[src/rtl/seq_pattern_gen.sv]
// seq_pattern_gen: serial MSB-first pattern transmitter with programmable length, repeat count and inter-repetition gap
module seq_pattern_gen #(
  parameter int WIDTH      = 8,
  parameter int LEN_W      = 4,
  parameter int CNT_W      = 4,
  parameter int GAP_CYCLES = 0
) (
  input  logic             clk_pulse,
  input  logic             clear,
  input  logic             start,
  input  logic             abort,
  input  logic [WIDTH-1:0] pattern,
  input  logic [LEN_W-1:0] pat_len,
  input  logic [CNT_W-1:0] repeat_cnt,
  output logic             ser_out,
  output logic             ser_valid,
  output logic             busy,
  output logic             done,
  output logic [2:0]       present_state
);
  localparam logic [2:0] IDLE = 3'b000;
  localparam logic [2:0] SEND = 3'b001;
  localparam logic [2:0] GAP  = 3'b010;
  localparam logic [2:0] DONE = 3'b011;
  localparam int GAP_W = $clog2(GAP_CYCLES + 2);
  localparam logic [LEN_W-1:0] WLEN  = LEN_W'(WIDTH);
  localparam logic [LEN_W-1:0] ONE_L = LEN_W'(1);
  localparam logic [CNT_W-1:0] ONE_C = CNT_W'(1);
  localparam logic [GAP_W-1:0] ONE_G = GAP_W'(1);
  localparam logic [GAP_W-1:0] GAP_LOAD = GAP_W'(GAP_CYCLES > 0 ? GAP_CYCLES - 1 : 0);
  // the pattern is stored left-aligned so the next bit is always the shifter's MSB
  logic [WIDTH-1:0] pat_q, sh_q, aligned;
  logic [LEN_W-1:0] len_q, idx_q, eff_len;
  logic [CNT_W-1:0] rep_q;
  logic [GAP_W-1:0] gap_q;
  logic             last_rep;
  always_comb begin
    eff_len  = (pat_len == '0 || pat_len > WLEN) ? WLEN : pat_len;
    aligned  = pattern << (WLEN - eff_len);
    last_rep = rep_q == ONE_C;
  end
  assign busy = (present_state == SEND) || (present_state == GAP);
  always_ff @(posedge clk_pulse or posedge clear) begin
    if (clear) begin
      present_state <= IDLE;
      ser_out       <= 1'b0;
      ser_valid     <= 1'b0;
      done          <= 1'b0;
      pat_q         <= '0;
      sh_q          <= '0;
      len_q         <= '0;
      idx_q         <= '0;
      rep_q         <= '0;
      gap_q         <= '0;
    end else begin
      case (present_state)
        IDLE: begin
          done <= 1'b0;
          if (start) begin
            pat_q         <= aligned;
            sh_q          <= aligned << 1;
            len_q         <= eff_len;
            idx_q         <= eff_len - ONE_L;
            rep_q         <= repeat_cnt;
            ser_out       <= aligned[WIDTH-1];
            ser_valid     <= 1'b1;
            present_state <= SEND;
          end
        end
        SEND: begin
          if (abort) begin
            present_state <= IDLE;
            ser_out       <= 1'b0;
            ser_valid     <= 1'b0;
          end else if (idx_q != '0) begin
            idx_q   <= idx_q - ONE_L;
            ser_out <= sh_q[WIDTH-1];
            sh_q    <= sh_q << 1;
          end else if (last_rep) begin
            present_state <= DONE;
            ser_out       <= 1'b0;
            ser_valid     <= 1'b0;
            done          <= 1'b1;
          end else begin
            // a zero count means continuous mode, so it is never decremented
            rep_q <= (rep_q == '0) ? rep_q : rep_q - ONE_C;
            if (GAP_CYCLES > 0) begin
              present_state <= GAP;
              ser_out       <= 1'b0;
              ser_valid     <= 1'b0;
              gap_q         <= GAP_LOAD;
            end else begin
              idx_q   <= len_q - ONE_L;
              ser_out <= pat_q[WIDTH-1];
              sh_q    <= pat_q << 1;
            end
          end
        end
        GAP: begin
          if (abort) begin
            present_state <= IDLE;
            ser_out       <= 1'b0;
            ser_valid     <= 1'b0;
          end else if (gap_q != '0) begin
            gap_q <= gap_q - ONE_G;
          end else begin
            present_state <= SEND;
            idx_q         <= len_q - ONE_L;
            ser_out       <= pat_q[WIDTH-1];
            ser_valid     <= 1'b1;
            sh_q          <= pat_q << 1;
          end
        end
        DONE: begin
          done          <= 1'b0;
          present_state <= IDLE;
        end
        default: begin
          present_state <= IDLE;
          ser_out       <= 1'b0;
          ser_valid     <= 1'b0;
          done          <= 1'b0;
        end
      endcase
    end
  end
endmodule

[config.mk]
export PLATFORM = sky130hd
export DESIGN_NAME = seq_pattern_gen
export DESIGN_NICKNAME = d
export VERILOG_FILES = /design/src/rtl/seq_pattern_gen.sv
export SDC_FILE = /design/constraint.sdc
export NUM_CORES = 1
export LEC_CHECK = 0
export ABC_AREA = 1
export CAP_MARGIN = 25
export CELL_PAD_IN_SITES_DETAIL_PLACEMENT = 2
export CELL_PAD_IN_SITES_GLOBAL_PLACEMENT = 2
export CORE_AREA = 2 2 82 84
export CTS_BUF_LIST = sky130_fd_sc_hd__clkbuf_4
export CTS_CLUSTER_DIAMETER = 40
export DETAILED_ROUTE_END_ITERATION = 10
export DIE_AREA = 0 0 84 86
export GPL_TIMING_DRIVEN = 0
export PLACE_DENSITY = 0.9
export SETUP_SLACK_MARGIN = 0.3
export SLEW_MARGIN = 20
export SYNTH_ARGS = -nofsm -noshare
export SYNTH_HDL_FRONTEND = slang
export SYNTH_SLANG_ARGS = --single-unit
[constraint.sdc]
create_clock -name clk_pulse -period 3.12 [get_ports clk_pulse]
set_input_delay 0.624 -clock clk_pulse [delete_from_list [all_inputs] [get_ports clk_pulse]]
set_output_delay 0.624 -clock clk_pulse [all_outputs]
set_load 0.02 [all_outputs]
# Word level (Yosys, flattened, before mapping)
# Index checks and enable logic that the tools add are counted.
# W data, S select, Z words.
classes:
  n_addsub: 6
  magnitude_cmp: 1
  eq_ne: 16
  shift: 1
  n_mux: 47
  bitwise_logic: 3
  n_reduce_logical: 16
op_table:
  columns: ["cell", "n"]
  rows:
  - ["$mux W4", 12]
  - ["$mux W8", 6]
  - ["$pmux W8 S3", 1]
  - ["$mux W3", 6]
  - ["$mux W1", 16]
  - ["$ne A2 B2 Y1 const B", 8]
  - ["$sub A4 B1 Y4 const B", 4]
  - ["$pmux W4 S3", 1]
  - ["$reduce_and A6 Y1", 2]
  - ["$ne A3 B3 Y1 const B", 3]
  - ["$pmux W3 S3", 1]
  - ["$logic_not A4 Y1", 2]
  - ["$pmux W1 S4", 2]
  - ["$pmux W4 S2", 1]
  - ["$reduce_and A4 Y1", 2]
  - ["$shl A8 B4 Y8", 1]
  - ["$eq A3 B2 Y1 const B", 2]
  - ["$reduce_and A5 Y1", 1]
  - ["$eq A4 B1 Y1 const B", 1]
  - ["$gt A4 B4 Y1 const B", 1]
  - ["$reduce_and A2 Y1", 2]
  - ["$reduce_bool A4 Y1", 1]
  - ["$sub A4 B4 Y4 const A", 1]
  - ["$eq A3 B1 Y1 const B", 1]
  - ["other kinds (9)", 12]
totals:
  register_bits: 35
  out_inout_bits: 7

# Longest topological paths before layout
logic_depth:
  depth_word: 7
  ltp_mapped: 12
  mapped_depth_nobuf: 11

# Worst setup path after synthesis
# No wires, ideal clock.
synth_path:
  path_kind: "input port to flip-flop"
  from: "in pat_len[3]"
  to: "reg sh_q[6]"
  arrival_time_ns: 1.983
  setup_slack_ns: 1.072
  cell_stages: 11
  n_path_buf: 2
  path_cell_list: "inv_2 -> nand2_2 -> buf_4 -> ha_1 -> buf_2 -> inv_1 -> nand3_1 -> or2_1 -> nand3_1 -> nand2_1 -> nand2_1"
synth_via:
  elab_chain_len: 7
  word_cells_on_any_way: 8
  cone_classes: "add/sub: 1; order compare: 1; shift: 1; mux: 3; reduce/logical: 2"
synth_lines:
  columns: ["element", "line_no", "text"]
  rows:
  - ["from (decl)", "13", "input logic [LEN_W-1:0] pat_len,"]
  - ["$gt A4 B4 Y1 or $logic_not A4 Y1 (tied branches)", "38", "eff_len = (pat_len == '0 || pat_len > WLEN) ? WLEN : pat_len;"]
  - ["$logic_or A1 B1 Y1", "38", null]
  - ["$mux W4 (*)", "38", null]
  - ["$sub A4 B4 Y4 (*)", "39", "aligned = pattern << (WLEN - eff_len);"]
  - ["$shl A8 B4 Y8 (*)", "39", null]
  - ["$mux W8 (*)", "59", "if (start) begin"]
  - ["$pmux W8 S3 (*)", "56", "case (present_state)"]
  - ["to (signal assigned)", "61", "sh_q <= aligned << 1;"]
  - ["to (signal assigned)", "78", "sh_q <= sh_q << 1;"]
  - ["to (signal assigned)", "95", "sh_q <= pat_q << 1;"]
  - ["to (decl)", "32", "logic [WIDTH-1:0] pat_q, sh_q, aligned;"]
# Every way passes the cells marked *; elsewhere a longest branch is shown, timed or not. The select of a mux whose other input is x is not followed.
# A chain may end at the register's enable or synchronous reset.

# Worst setup path after layout
layout_path:
  from: "reg present_state[1]"
  to: "out busy"
layout_via:
  elab_chain_len: 2
  word_cells_on_any_way: 3
  cone_classes: "eq/ne: 2; reduce/logical: 1"
layout_lines:
  columns: ["element", "line_no", "text"]
  rows:
  - ["from (decl)", "19", "output logic [2:0] present_state"]
  - ["from (signal assigned)", "45", "present_state <= IDLE;"]
  - ["from (signal assigned)", "67", "present_state <= SEND;"]
  - ["from (signal assigned)", "72", "present_state <= IDLE;"]
  - ["$eq A3 B1 Y1 or $eq A3 B2 Y1 (tied branches)", "42", "assign busy = (present_state == SEND) || (present_state == GAP);"]
  - ["$logic_or A1 B1 Y1 (*)", "42", null]
  - ["to (decl)", "17", "output logic busy,"]
# Every way passes the cells marked *; elsewhere a longest branch is shown, timed or not.

==> flow_metrics.env <==
export IMPL_status="complete, no violations"
export IMPL_path_depth=3
export IMPL_crit_buf_inv=2
export IMPL_ir_drop_mv=0.3560
export IMPL_synthMuxAreaShare_pct=0
export IMPL_areaGrowthSynthToFinish_pct=18.30
export IMPL_power_mw=2.761
export IMPL_ys_warnings_count=0
export IMPL_yosys_top_cells_area="dfrtp_1 37%, nand2_1 15%, nand3_1 7.9%, o21ai_0 6.7%, inv_1 6.4%"
export IMPL_final_common_cell="nand2_1"
export IMPL_synth_top_family_by_area="simple AND/OR/NAND/NOR gates"
export IMPL_clock_sinks=32
export IMPL_grt_max_degree=33
export IMPL_antenna_found_initial=0
export IMPL_synth_fp_nets=341
export IMPL_postSynth_asyncResetShare_pct=100.0
export IMPL_gp_congestion=0.8013
export IMPL_drv_cap=0
export IMPL_worstSkewPairLatency_ns=0.34
export IMPL_post_cts_resized=0
export IMPL_hpwl_um=5211
export IMPL_cp_arrival_ns=1.89
export IMPL_syn_cell_area_um2=2167
export IMPL_cts_max_level=2
export IMPL_synth_xor_xnor_area_share_pct=1.617
export IMPL_fill_cells=781
export IMPL_synth_ff_type="dfrtp_1"
export IMPL_synth_edf_count=0
export IMPL_cts_buffer_depth=2
export IMPL_ff2ff_path_depth=8
export IMPL_diodes=0
export IMPL_hold_viol_final=0
export IMPL_cts_tree="done"
export IMPL_rsz0062_at_grt="no"
export IMPL_layout_common_cells="89 x nand2_1, 36 x inv_1, 34 x nand3_1"
export IMPL_num_rows=29
export IMPL_ant_nets=0
export IMPL_hold_buffers=0
export IMPL_path_clk_slew_ns=0.10
export IMPL_avgSynthCellArea_um2=6.968
export IMPL_crit_type="flop to primary output"
export IMPL_final_util_pct=40.84
export IMPL_portBuffers=25
export IMPL_die_w_um=84
export IMPL_worstSetupStartpoint="present_state[1]"
export IMPL_end_kind="primary output"
export IMPL_post_cts_repair_setup_buffers=0
export IMPL_hp_class="flop to flop"
export IMPL_yosysUniqueCellTypes=32
export IMPL_dp_slack_ns=0.2977
export IMPL_cts_root_buf="clkbuf_4"
export IMPL_via_per_inst=5.174
export IMPL_fp_dieH_um=86
export IMPL_dr_first_iter_drc_count=55
export IMPL_setup_violations=0
export IMPL_coreArea_um2=6277
export IMPL_initial_core_util_pct=34.52
export IMPL_min_period_over_period_pct=80.46
export IMPL_worstPathMaxFanout=6
export IMPL_synth_adder_area_share_pct=5.774
export IMPL_io_pin_count=27
export IMPL_cpPeakStageDelay_ns=0.62
export IMPL_ys_seq_elements=32
export IMPL_worstPathRequired_ns=2.50
export IMPL_holdWs_ns=0.4924
export IMPL_drc=0
export IMPL_numCtsBuffers=5
export IMPL_totalWireLength_um=6649
export IMPL_period_minus_slack_ns=2.510
export IMPL_grt_pass1_vias=2375
export IMPL_setup_tns_ns=0
export IMPL_worst_slack_ns=0.6097
export IMPL_drt_pass1_iter_count=6
export IMPL_cp_start_kind="flop"
export IMPL_wire_per_inst_um=15.83
export IMPL_nNetsFinal=373
export IMPL_via_count=2173
export IMPL_critical_path_cell_chain="inv_1 -> ha_1 -> clkdlybuf4s50_1"
export IMPL_max_freq_ghz=0.3984
export IMPL_netlist_area_leader_share_pct=36.95
export IMPL_yosys_area_top_type="dfrtp_1"
export IMPL_grt_pass1_wl_um=11430
export IMPL_path_delay_family="buffers and inverters"
export IMPL_r2r_end="sh_q[7]"
export IMPL_synth_simple_gate_area_share_pct=32.79
export IMPL_leakage_nw=1.282
export IMPL_drv_slew=0
export IMPL_r2r_start="present_state[1]"
export IMPL_tightest_slew_ns=0.7073
export IMPL_crit_end="busy"
export IMPL_synth_compound_area_share_pct=13.74
export IMPL_ys_seq_area_share_pct=36.95
export IMPL_relSlewSlack_pct=52.78
export IMPL_grt_use_total_pct=19.67
export IMPL_syn_inst=311
export IMPL_die_area_um2=7224
export IMPL_power_density_nw_per_um2=1077
export IMPL_fin_skew_ns=0.01050
export IMPL_r2r_slack_ns=1.13
export IMPL_slowest_stage="clkdlybuf4s50_1"
export IMPL_grt_overflow=0
export IMPL_layout_drive_gt1_share_pct=8.746
synthesized netlist by cell type (2+ instances only):
| master | n |
|---|---|
| o21ai_1 | 4 |
| buf_4 | 2 |
| nand2_1 | 89 |
| o22ai_1 | 2 |
| inv_2 | 3 |
| inv_1 | 37 |
| ha_1 | 10 |
| nand2_2 | 6 |
| o21ai_0 | 29 |
| xor2_1 | 3 |
| clkbuf_1 | 2 |
| nor2_1 | 27 |
| nor2_2 | 2 |
| dfrtp_1 | 32 |
| a21oi_1 | 9 |
| buf_2 | 2 |
| a31oi_1 | 3 |
| nand3b_1 | 2 |
| nand3_1 | 34 |
metrics by stage:
step | instances | instance area (um2)
finish | 420 | 2564
global route | 420 | 2564
CTS | 420 | 2564
detailed placement | 413 | 2514
global placement | 413 | 2514
floorplan | 311 | 2167
metal layers:
| layer | global-route usage, % | share of wire, % |
|---|---|---|
| met3 | 2.887 | 2.0 |
| met2 | 38.33 | 54 |
| met4 | 5.425 | 1.4 |
| met1 | 22.22 | 43 |
| met5 | 0 | 0 |
worst min path at each step:
stage | to | startpoint | slack [ns] | cells after the start
floorplan | sh_q[7] | sh_q[7] | 0.44 | 2
global placement | sh_q[5] | sh_q[5] | 0.46 | 2
detailed placement | ser_out | ser_out | 0.48 | 2
CTS | ser_out | ser_out | 0.50 | 2
global route | sh_q[7] | sh_q[7] | 0.53 | 2
finish | ser_out | ser_out | 0.49 | 2
kinds of logic (layout without fill, tap and decap cells):
family / Yosys count / in the layout
other: 1 / 1
AND/OR/NAND/NOR: 165 / 165
flip-flops: 32 / 32
AO/OA/AOI/OAI: 52 / 52
adder cells (fa/ha/maj): 10 / 10
XOR/XNOR: 4 / 4
buffers and inverters: 47 / 79
cell type report:
class                   count  area, um2  share of cell area [%]
multi-input cells         232       1172                   45.73
inverters                  40      150.1                   5.857
flip-flops and latches     32      800.8                   31.23
well taps                  77      96.34                   3.758
clock buffers               6      45.04                   1.757
clock inverters             1      5.005                  0.1952
plain buffers               7      43.79                   1.708
repair buffers             25      250.2                   9.761
worst min-delay path, cell delays in order, from the launching register on:
cell and delay (ns):
dfrtp_1 0.36, nand2_1 0.05, nand2_1 0.05
report_power, final:
part           internal, mW  leakage, nW  total (mW)  switching, mW
Clock                0.0917       0.0315       0.240          0.148
Sequential            0.623        0.399       0.780          0.157
Combinational         0.610        0.851        1.74           1.13
Total                  1.32         1.28        2.76           1.44
sequential cells by signal (all words and copies together) (netlist names):
register,cells
present_state,2
sh_q,7
rep_q,4
ser_valid,1
pat_q,8
ser_out,1
done,1
len_q,4
idx_q,4
Note: power is estimated with default switching activity, not from simulation.
